### src/rtl/avalon_timer_pkg.sv
// Shared definitions for the Avalon-MM timer slave: register word offsets,
// CONTROL/STATUS bit positions, the register-index enum and small helpers
// used by the register file logic.
package avalon_timer_pkg;

   // Word offsets of the register map
   localparam int unsigned OFFSET_CONTROL  = 0;
   localparam int unsigned OFFSET_STATUS   = 1;
   localparam int unsigned OFFSET_COUNT    = 2;
   localparam int unsigned OFFSET_RELOAD   = 3;
   localparam int unsigned OFFSET_PRESCALE = 4;

   // CONTROL bit positions
   localparam int CTRL_ENABLE_BIT      = 0;
   localparam int CTRL_IRQ_EN_BIT      = 1;
   localparam int CTRL_AUTO_RELOAD_BIT = 2;
   localparam int CTRL_WIDTH           = 3;

   // STATUS bit positions
   localparam int STATUS_EXPIRED_BIT = 0;

   // Decoded register selector; REG_NONE covers every unmapped address
   typedef enum logic [2:0] {
      REG_CONTROL  = 3'd0,
      REG_STATUS   = 3'd1,
      REG_COUNT    = 3'd2,
      REG_RELOAD   = 3'd3,
      REG_PRESCALE = 3'd4,
      REG_NONE     = 3'd7
   } reg_index_e;

   // Map a word address onto the register it selects
   function automatic reg_index_e decode_address(input int unsigned word_address);
      case (word_address)
         OFFSET_CONTROL:  return REG_CONTROL;
         OFFSET_STATUS:   return REG_STATUS;
         OFFSET_COUNT:    return REG_COUNT;
         OFFSET_RELOAD:   return REG_RELOAD;
         OFFSET_PRESCALE: return REG_PRESCALE;
         default:         return REG_NONE;
      endcase
   endfunction

   // True when the byte lane carrying data bit bit_index is enabled
   function automatic logic lane_enabled(input logic [3:0] byte_en, input int bit_index);
      return byte_en[2'(bit_index >> 3)];
   endfunction

endpackage

### src/rtl/avalon_timer_slave_if.sv
// Avalon-MM slave port bundle for the timer. The master modport is the bus
// side (testbench or interconnect); the slave modport is the timer itself.
interface avalon_timer_slave_if #(
   parameter int ADDR_WIDTH = 3
);

   logic [ADDR_WIDTH-1:0] avs_s0_address;
   logic [3:0]            avs_s0_byteenable;
   logic                  avs_s0_read;
   logic [31:0]           avs_s0_readdata;
   logic                  avs_s0_readdatavalid;
   logic                  avs_s0_write;
   logic [31:0]           avs_s0_writedata;
   logic                  avs_s0_waitrequest;

   modport master (
      output avs_s0_address,
      output avs_s0_byteenable,
      output avs_s0_read,
      output avs_s0_write,
      output avs_s0_writedata,
      input  avs_s0_readdata,
      input  avs_s0_readdatavalid,
      input  avs_s0_waitrequest
   );

   modport slave (
      input  avs_s0_address,
      input  avs_s0_byteenable,
      input  avs_s0_read,
      input  avs_s0_write,
      input  avs_s0_writedata,
      output avs_s0_readdata,
      output avs_s0_readdatavalid,
      output avs_s0_waitrequest
   );

endinterface

### src/rtl/timer_prescaler.sv
// Tick prescaler for the timer. With AVALON_TIMER_PRESCALE_EN defined it
// divides the enabled cycles by PRESCALE+1; otherwise it is a pass-through
// and every enabled cycle is a tick. A restart forces the phase back to 0
// and suppresses the tick for that cycle.
module timer_prescaler #(
   parameter int COUNT_WIDTH = 32
) (
   input  logic                   clock,
   input  logic                   reset,
   input  logic                   enable,
   input  logic                   restart,
   input  logic [COUNT_WIDTH-1:0] prescale,
   output logic                   tick
);

`ifdef AVALON_TIMER_PRESCALE_EN

   logic [COUNT_WIDTH-1:0] phase_q;
   logic [COUNT_WIDTH-1:0] phase_d;
   logic                   last_phase;

   // Advance the phase on enabled cycles and emit a tick on the last one
   always_comb begin
      phase_d    = phase_q;
      tick       = 1'b0;
      last_phase = (phase_q >= prescale);
      if (restart) begin
         phase_d = '0;
      end else if (enable) begin
         if (last_phase) begin
            tick    = 1'b1;
            phase_d = '0;
         end else begin
            phase_d = phase_q + COUNT_WIDTH'(1);
         end
      end
   end

   // Phase register, cleared by the synchronous active-low reset
   always_ff @(posedge clock) begin
      if (!reset) begin
         phase_q <= '0;
      end else begin
         phase_q <= phase_d;
      end
   end

`else

   logic unused_prescale;

   assign unused_prescale = &{1'b0, clock, reset, restart, prescale};
   assign tick            = enable;

`endif

endmodule

### src/rtl/avalon_timer_slave.sv
// Avalon-MM down-counting timer slave with interrupt. Registers: CONTROL,
// STATUS, COUNT, RELOAD and (optionally) PRESCALE. Reads have a fixed one
// cycle latency and are never stalled outside reset. Defining
// AVALON_TIMER_PRESCALE_EN adds the PRESCALE register and tick divider.
module avalon_timer_slave
   import avalon_timer_pkg::*;
#(
   parameter int COUNT_WIDTH = 32,
   parameter int ADDR_WIDTH  = 3
) (
   input  logic                 clock,
   input  logic                 reset,
   avalon_timer_slave_if.slave  avs,
   output logic                 irq
);

   logic [ADDR_WIDTH-1:0]  address;
   reg_index_e             sel;
   logic                   write_accept;
   logic                   read_accept;
   logic                   count_write;
   logic                   prescale_restart;
   logic [COUNT_WIDTH-1:0] prescale_value;
   logic                   tick;
   logic                   expire;

   logic [CTRL_WIDTH-1:0]  control_q;
   logic [CTRL_WIDTH-1:0]  control_d;
   logic                   expired_q;
   logic                   expired_d;
   logic [COUNT_WIDTH-1:0] count_q;
   logic [COUNT_WIDTH-1:0] count_d;
   logic [COUNT_WIDTH-1:0] reload_q;
   logic [COUNT_WIDTH-1:0] reload_d;
`ifdef AVALON_TIMER_PRESCALE_EN
   logic [COUNT_WIDTH-1:0] prescale_q;
   logic [COUNT_WIDTH-1:0] prescale_d;
`endif
   logic [31:0]            readdata_q;
   logic [31:0]            readdata_d;
   logic                   readdatavalid_q;
   logic                   readdatavalid_d;
   logic                   irq_q;
   logic                   irq_d;

   assign address = avs.avs_s0_address;
   assign sel     = decode_address(32'(address));

   // A simultaneous read and write is treated as a write only
   assign write_accept = avs.avs_s0_write;
   assign read_accept  = avs.avs_s0_read & ~avs.avs_s0_write;
   assign count_write  = write_accept && (sel == REG_COUNT);

   // Any write to COUNT or PRESCALE realigns the prescaler phase
   assign prescale_restart = write_accept && ((sel == REG_COUNT) || (sel == REG_PRESCALE));

`ifdef AVALON_TIMER_PRESCALE_EN
   assign prescale_value = prescale_q;
`else
   assign prescale_value = '0;
`endif

   timer_prescaler #(
      .COUNT_WIDTH (COUNT_WIDTH)
   ) u_prescaler (
      .clock    (clock),
      .reset    (reset),
      .enable   (control_q[CTRL_ENABLE_BIT]),
      .restart  (prescale_restart),
      .prescale (prescale_value),
      .tick     (tick)
   );

   // Timer countdown and register writes; a bus write to COUNT beats the
   // tick, bus writes to CONTROL lanes beat the one-shot enable clear, and a
   // fresh expiry beats a STATUS clear
   always_comb begin
      control_d = control_q;
      expired_d = expired_q;
      count_d   = count_q;
      reload_d  = reload_q;
`ifdef AVALON_TIMER_PRESCALE_EN
      prescale_d = prescale_q;
`endif
      expire    = 1'b0;

      if (tick && !count_write) begin
         if (count_q != '0) begin
            count_d = count_q - COUNT_WIDTH'(1);
         end else begin
            expire = 1'b1;
            if (control_q[CTRL_AUTO_RELOAD_BIT]) begin
               count_d = reload_q;
            end else begin
               control_d[CTRL_ENABLE_BIT] = 1'b0;
            end
         end
      end

      if (write_accept) begin
         case (sel)
            REG_CONTROL: begin
               for (int b = 0; b < CTRL_WIDTH; b++) begin
                  if (lane_enabled(avs.avs_s0_byteenable, b)) begin
                     control_d[b] = avs.avs_s0_writedata[b];
                  end
               end
            end
            REG_STATUS: begin
               if (lane_enabled(avs.avs_s0_byteenable, STATUS_EXPIRED_BIT) &&
                   avs.avs_s0_writedata[STATUS_EXPIRED_BIT]) begin
                  expired_d = 1'b0;
               end
            end
            REG_COUNT: begin
               for (int b = 0; b < COUNT_WIDTH; b++) begin
                  if (lane_enabled(avs.avs_s0_byteenable, b)) begin
                     count_d[b] = avs.avs_s0_writedata[b];
                  end
               end
            end
            REG_RELOAD: begin
               for (int b = 0; b < COUNT_WIDTH; b++) begin
                  if (lane_enabled(avs.avs_s0_byteenable, b)) begin
                     reload_d[b] = avs.avs_s0_writedata[b];
                  end
               end
            end
`ifdef AVALON_TIMER_PRESCALE_EN
            REG_PRESCALE: begin
               for (int b = 0; b < COUNT_WIDTH; b++) begin
                  if (lane_enabled(avs.avs_s0_byteenable, b)) begin
                     prescale_d[b] = avs.avs_s0_writedata[b];
                  end
               end
            end
`endif
            default: begin
            end
         endcase
      end

      if (expire) begin
         expired_d = 1'b1;
      end
   end

   // Read path: sample the addressed register now, present it next cycle
   always_comb begin
      readdata_d      = '0;
      readdatavalid_d = read_accept;
      if (read_accept) begin
         case (sel)
            REG_CONTROL:  readdata_d[CTRL_WIDTH-1:0]     = control_q;
            REG_STATUS:   readdata_d[STATUS_EXPIRED_BIT] = expired_q;
            REG_COUNT:    readdata_d[COUNT_WIDTH-1:0]    = count_q;
            REG_RELOAD:   readdata_d[COUNT_WIDTH-1:0]    = reload_q;
`ifdef AVALON_TIMER_PRESCALE_EN
            REG_PRESCALE: readdata_d[COUNT_WIDTH-1:0]    = prescale_q;
`endif
            default:      readdata_d = '0;
         endcase
      end
   end

   // Interrupt is the registered AND of the expired flag and its enable
   always_comb begin
      irq_d = expired_q & control_q[CTRL_IRQ_EN_BIT];
   end

   // State registers with synchronous active-low reset
   always_ff @(posedge clock) begin
      if (!reset) begin
         control_q       <= '0;
         expired_q       <= 1'b0;
         count_q         <= '0;
         reload_q        <= '0;
`ifdef AVALON_TIMER_PRESCALE_EN
         prescale_q      <= '0;
`endif
         readdata_q      <= '0;
         readdatavalid_q <= 1'b0;
         irq_q           <= 1'b0;
      end else begin
         control_q       <= control_d;
         expired_q       <= expired_d;
         count_q         <= count_d;
         reload_q        <= reload_d;
`ifdef AVALON_TIMER_PRESCALE_EN
         prescale_q      <= prescale_d;
`endif
         readdata_q      <= readdata_d;
         readdatavalid_q <= readdatavalid_d;
         irq_q           <= irq_d;
      end
   end

   // A read accepted just before reset must not surface while reset is low
   assign avs.avs_s0_waitrequest   = ~reset;
   assign avs.avs_s0_readdatavalid = readdatavalid_q & reset;
   assign avs.avs_s0_readdata      = reset ? readdata_q : 32'h0;
   assign irq                      = irq_q;

endmodule

### src/flat_wrapper.sv
// flat-port wrapper written by rule: the top's interface ports become plain ports
module avalon_timer_slave_flat import avalon_timer_pkg::*;
#(
   parameter int COUNT_WIDTH = 32,
   parameter int ADDR_WIDTH  = 3
)
  (clock, reset, irq, avs_avs_s0_address, avs_avs_s0_byteenable, avs_avs_s0_read, avs_avs_s0_write, avs_avs_s0_writedata, avs_avs_s0_readdata, avs_avs_s0_readdatavalid, avs_avs_s0_waitrequest);
  avalon_timer_slave_if #(.ADDR_WIDTH(ADDR_WIDTH)) avs_i ();
  input  logic clock;
  input  logic reset;
  output logic irq;
  input wire logic [$bits(avs_i.avs_s0_address)-1:0] avs_avs_s0_address;
  input wire logic [$bits(avs_i.avs_s0_byteenable)-1:0] avs_avs_s0_byteenable;
  input wire logic [$bits(avs_i.avs_s0_read)-1:0] avs_avs_s0_read;
  input wire logic [$bits(avs_i.avs_s0_write)-1:0] avs_avs_s0_write;
  input wire logic [$bits(avs_i.avs_s0_writedata)-1:0] avs_avs_s0_writedata;
  output wire logic [$bits(avs_i.avs_s0_readdata)-1:0] avs_avs_s0_readdata;
  output wire logic [$bits(avs_i.avs_s0_readdatavalid)-1:0] avs_avs_s0_readdatavalid;
  output wire logic [$bits(avs_i.avs_s0_waitrequest)-1:0] avs_avs_s0_waitrequest;
  assign avs_i.avs_s0_address = avs_avs_s0_address;
  assign avs_i.avs_s0_byteenable = avs_avs_s0_byteenable;
  assign avs_i.avs_s0_read = avs_avs_s0_read;
  assign avs_i.avs_s0_write = avs_avs_s0_write;
  assign avs_i.avs_s0_writedata = avs_avs_s0_writedata;
  assign avs_avs_s0_readdata = avs_i.avs_s0_readdata;
  assign avs_avs_s0_readdatavalid = avs_i.avs_s0_readdatavalid;
  assign avs_avs_s0_waitrequest = avs_i.avs_s0_waitrequest;
  avalon_timer_slave #(.COUNT_WIDTH(COUNT_WIDTH), .ADDR_WIDTH(ADDR_WIDTH)) u_core (.clock(clock), .reset(reset), .avs(avs_i), .irq(irq));
endmodule
### config.mk
export PLATFORM = sky130hd
export DESIGN_NAME = avalon_timer_slave_flat
export DESIGN_NICKNAME = d
export VERILOG_FILES = /design/src/rtl/avalon_timer_pkg.sv /design/src/rtl/avalon_timer_slave_if.sv /design/src/rtl/timer_prescaler.sv /design/src/rtl/avalon_timer_slave.sv /design/src/flat_wrapper.sv
export SDC_FILE = /design/constraint.sdc
export NUM_CORES = 1
export LEC_CHECK = 0
export BUFFER_PORTS_ARGS = -buffer_cell sky130_fd_sc_hd__buf_2
export CAP_MARGIN = 20
export CORE_MARGIN = 2
export CORE_UTILIZATION = 55
export DETAILED_ROUTE_END_ITERATION = 10
export PLACE_DENSITY = 0.79
export SLEW_MARGIN = 10
export SYNTH_ARGS = -nofsm -noshare
export SYNTH_HDL_FRONTEND = slang
export SYNTH_SLANG_ARGS = --single-unit
### constraint.sdc
create_clock -name clock -period 5.3 [get_ports clock]
set_input_delay 0.53 -clock clock [delete_from_list [all_inputs] [get_ports clock]]
set_output_delay 0.53 -clock clock [all_outputs]
set_load 0.02 [all_outputs]
==> metrics <==
effective utilization at floorplan ~57%; Peak Freq 0.412 GHz; Slew HR around 40%; syn avg cell area around 8.3 sq um; # H-tree levels 3; # hold bufs at CTS 0; maximum VDD drop roughly 160 uV; Final Setup Violations 0; Data required, critical path 5550 ps; Clock Latency Late Sink about 350 ps; Crit Path Max Fanout 13; crit-path cells inv_1 > ha_1 > nor2b_1 > nand4_1 > nor3_2 > or3_1 > o21ai_0 > o221a_2; DIE AREA 0.00822 sq mm; total gr overflow 0; total power 1.34 mW; Yosys cell types 58; clock buffer depth 2; pwr dens between 200 and 300 mW/mm^2; crit start category flop; initial antenna violation count 0; Min-Delay Path Class in2reg; Worst Path Arrival 2680 ps; post-synthesis compound-gate area fraction 14.7%; Post-synth top cells 86 x dfxtp_1, 59 x nand2_1, 45 x nor2_1; Synth Warn # 0; Synth area leader dfxtp_1; leakage about 1.9 nW; GPL Wtd Cong slightly below 0.9; FF+latch count, synth 86; multiplexer share of the synthesized area 1.94%; first-pass GRT wire length 17000 microns; routed vias/inst 5.91; ys async rst share 0%; clk sink count 86; Synthesized Nets 544; clk_skew 8.61 ps; simple-gate portion of the synthesized area 33.3%; largest family of logic cells by synthesized area simple AND/OR/NAND/NOR gates; Layout area overhead 11.7%; routed via count 3806; Pre-antenna DRT Iters 5; top-count cell post-synth dfxtp_1; largest net degree at the start of global routing 51; Synth Area in Adders 0.606%; Port Buffers 59; Post-synth EDFFs 0; wire length per cell 15.5 microns; share of the yosys chip area belonging to registers roughly two fifths; Setup crit end kind flop; root buf cell clkbuf_8; period utilisation layout a little under half; Post-CTS Setup Bufs 0; num rows 31; RSZ-0062 raised after global routing false; Chip Height just over 90 microns; Slew @ Worst Pin 883 ps; Post-CTS Resized 0; GRT Total Usage 25.2%; setup_tns 0 ps; Slew Limit Fails 0; status complete, no violations; Crit-path slowest cell nor3_2; Post-Layout Cell Count 644; Die Wd 90.7 microns; vias in the first global route 3722; Core Region 0.00725 sq mm; # IOs 78; ys flop type dfxtp_1; Synth Area in XOR/XNOR approximately 3.8%; n_diodes 0; max_cap viols 0; clock slew at reported path FFs 80 ps; Routed WL 9960 microns; post-synth top area share 41.7%; # DRC 0; CTS tree yes; Syn Inst Count around 500; Hold Fails Final Rpt 0; number of buffers created by CTS 9; HPWL after DPL 6980 microns; synthesized area 0.00413 sq mm; Crit Path Category reg2reg; placed cell area 0.00445 sq mm; share of layout cells above drive strength 1 18.0%; Synth area leaders dfxtp_1 42%, nand2_1 5.4%, and2_1 5.3%; final instance area about 0.0046 sq mm; placed cells 628; Detail Route Antenna Nets 0; Tmin final between 2000 and 2500 ps; drt initial violations 307; Layout Nets 586; CP peak stage delay between 700 and 800 ps
power breakdown:
part	internal, mW	leakage (nW)	switching, mW
logic	0.0892	1.13	0.188
registers	0.656	0.694	0.0133
clock network	0.166	0.0752	0.222
total	0.912	1.90	0.424
routing by layer:
layer  GRT usage (%)  wire length, microns  vias up
li1                -                     -     1847
met1            32.6                  4240     1794
met2            41.7                  4830      147
met3            4.17                   701       18
met4            10.1                   182        0
met5               0                     0        -
layout make-up:
type	count	area, sq um
sequential	86	1720
fill	655	2640
multi-input combinational	374	2260
timing repair buffer	63	329
tap	99	124
clock buffer	11	131
inverter	7	26.3
clock inverter	4	25.0
through the flow:
stage | setup WS [ps] | utilization [%] | hold WS, ps
finish | 2870 | 63.6 | 418
global route | 2670 | 63.6 | 421
CTS | 2920 | 63.5 | 418
detailed placement | 2750 | 61.3 | 465
global placement | 2840 | 61.3 | 455
floorplan | 3340 | - | 445
cell families (layout without fill, tap and decap cells):
| logic type | Yosys count | after routing |
|---|---|---|
| buffers and inverters | 39 | 85 |
| DFF | 86 | 86 |
| AOI/OAI and AO/OA | 97 | 97 |
| xor gates and xnor gates | 18 | 18 |
| adders and majority gates | 2 | 2 |
| and+or+nand+nor | 249 | 249 |
| muxes | 8 | 8 |
cell usage in the layout, fill, tap and decap left out, types with 3 or more instances in the layout:
cell | synthesis | layout
nor3_2 | 4 | 4
buf_2 | 6 | 59
nand4_1 | 5 | 5
nor4_1 | 5 | 5
or3_1 | 8 | 8
mux2i_1 | 8 | 8
o21ai_0 | 19 | 19
nand2_1 | 59 | 59
a31oi_1 | 9 | 9
a221oi_1 | 4 | 4
nor2_1 | 45 | 45
clkbuf_8 | 0 | 9
nand3_1 | 14 | 14
and3_1 | 23 | 23
and4_1 | 3 | 3
nor3_1 | 19 | 19
a22oi_1 | 17 | 17
inv_1 | 7 | 7
nor4_2 | 3 | 3
nor2b_1 | 3 | 3
xnor2_1 | 15 | 15
a211oi_1 | 3 | 3
a21oi_1 | 31 | 31
dfxtp_1 | 86 | 86
xor2_1 | 3 | 3
buf_4 | 3 | 3
and2_1 | 35 | 35
registers in the layout (all words and copies together) (netlist names):
register                flops
u_core.count_q             32
u_core.readdata_q          32
u_core.reload_q            16
u_core.control_q            3
u_core.expired_q            1
u_core.irq                  1
u_core.readdatavalid_q      1
worst max-delay path: cells and delay by family (launching register included):
family	cells	cell delay [ps]
buffers and inverters	1	100
AND/OR/NAND/NOR	4	1410
flip-flops	1	340
AO/OA/AOI/OAI	2	330
adder cells (fa/ha/maj)	1	150
path summary, 6_finish.rpt:
check	start	end	slack, ps	depth (start not counted)
max	u_core.count_q[1]$_SDFF_PN0_	u_core.count_q[7]$_SDFF_PN0_	2870	8
min	avs_avs_s0_writedata[9]	u_core.reload_q[9]$_SDFFE_PN0P_	420	3
max reg2reg	u_core.count_q[1]$_SDFF_PN0_	u_core.count_q[7]$_SDFF_PN0_	2870	8
min reg2reg	u_core.reload_q[9]$_SDFFE_PN0P_	u_core.reload_q[9]$_SDFFE_PN0P_	480	2
Power figures use the tool's default switching activity.
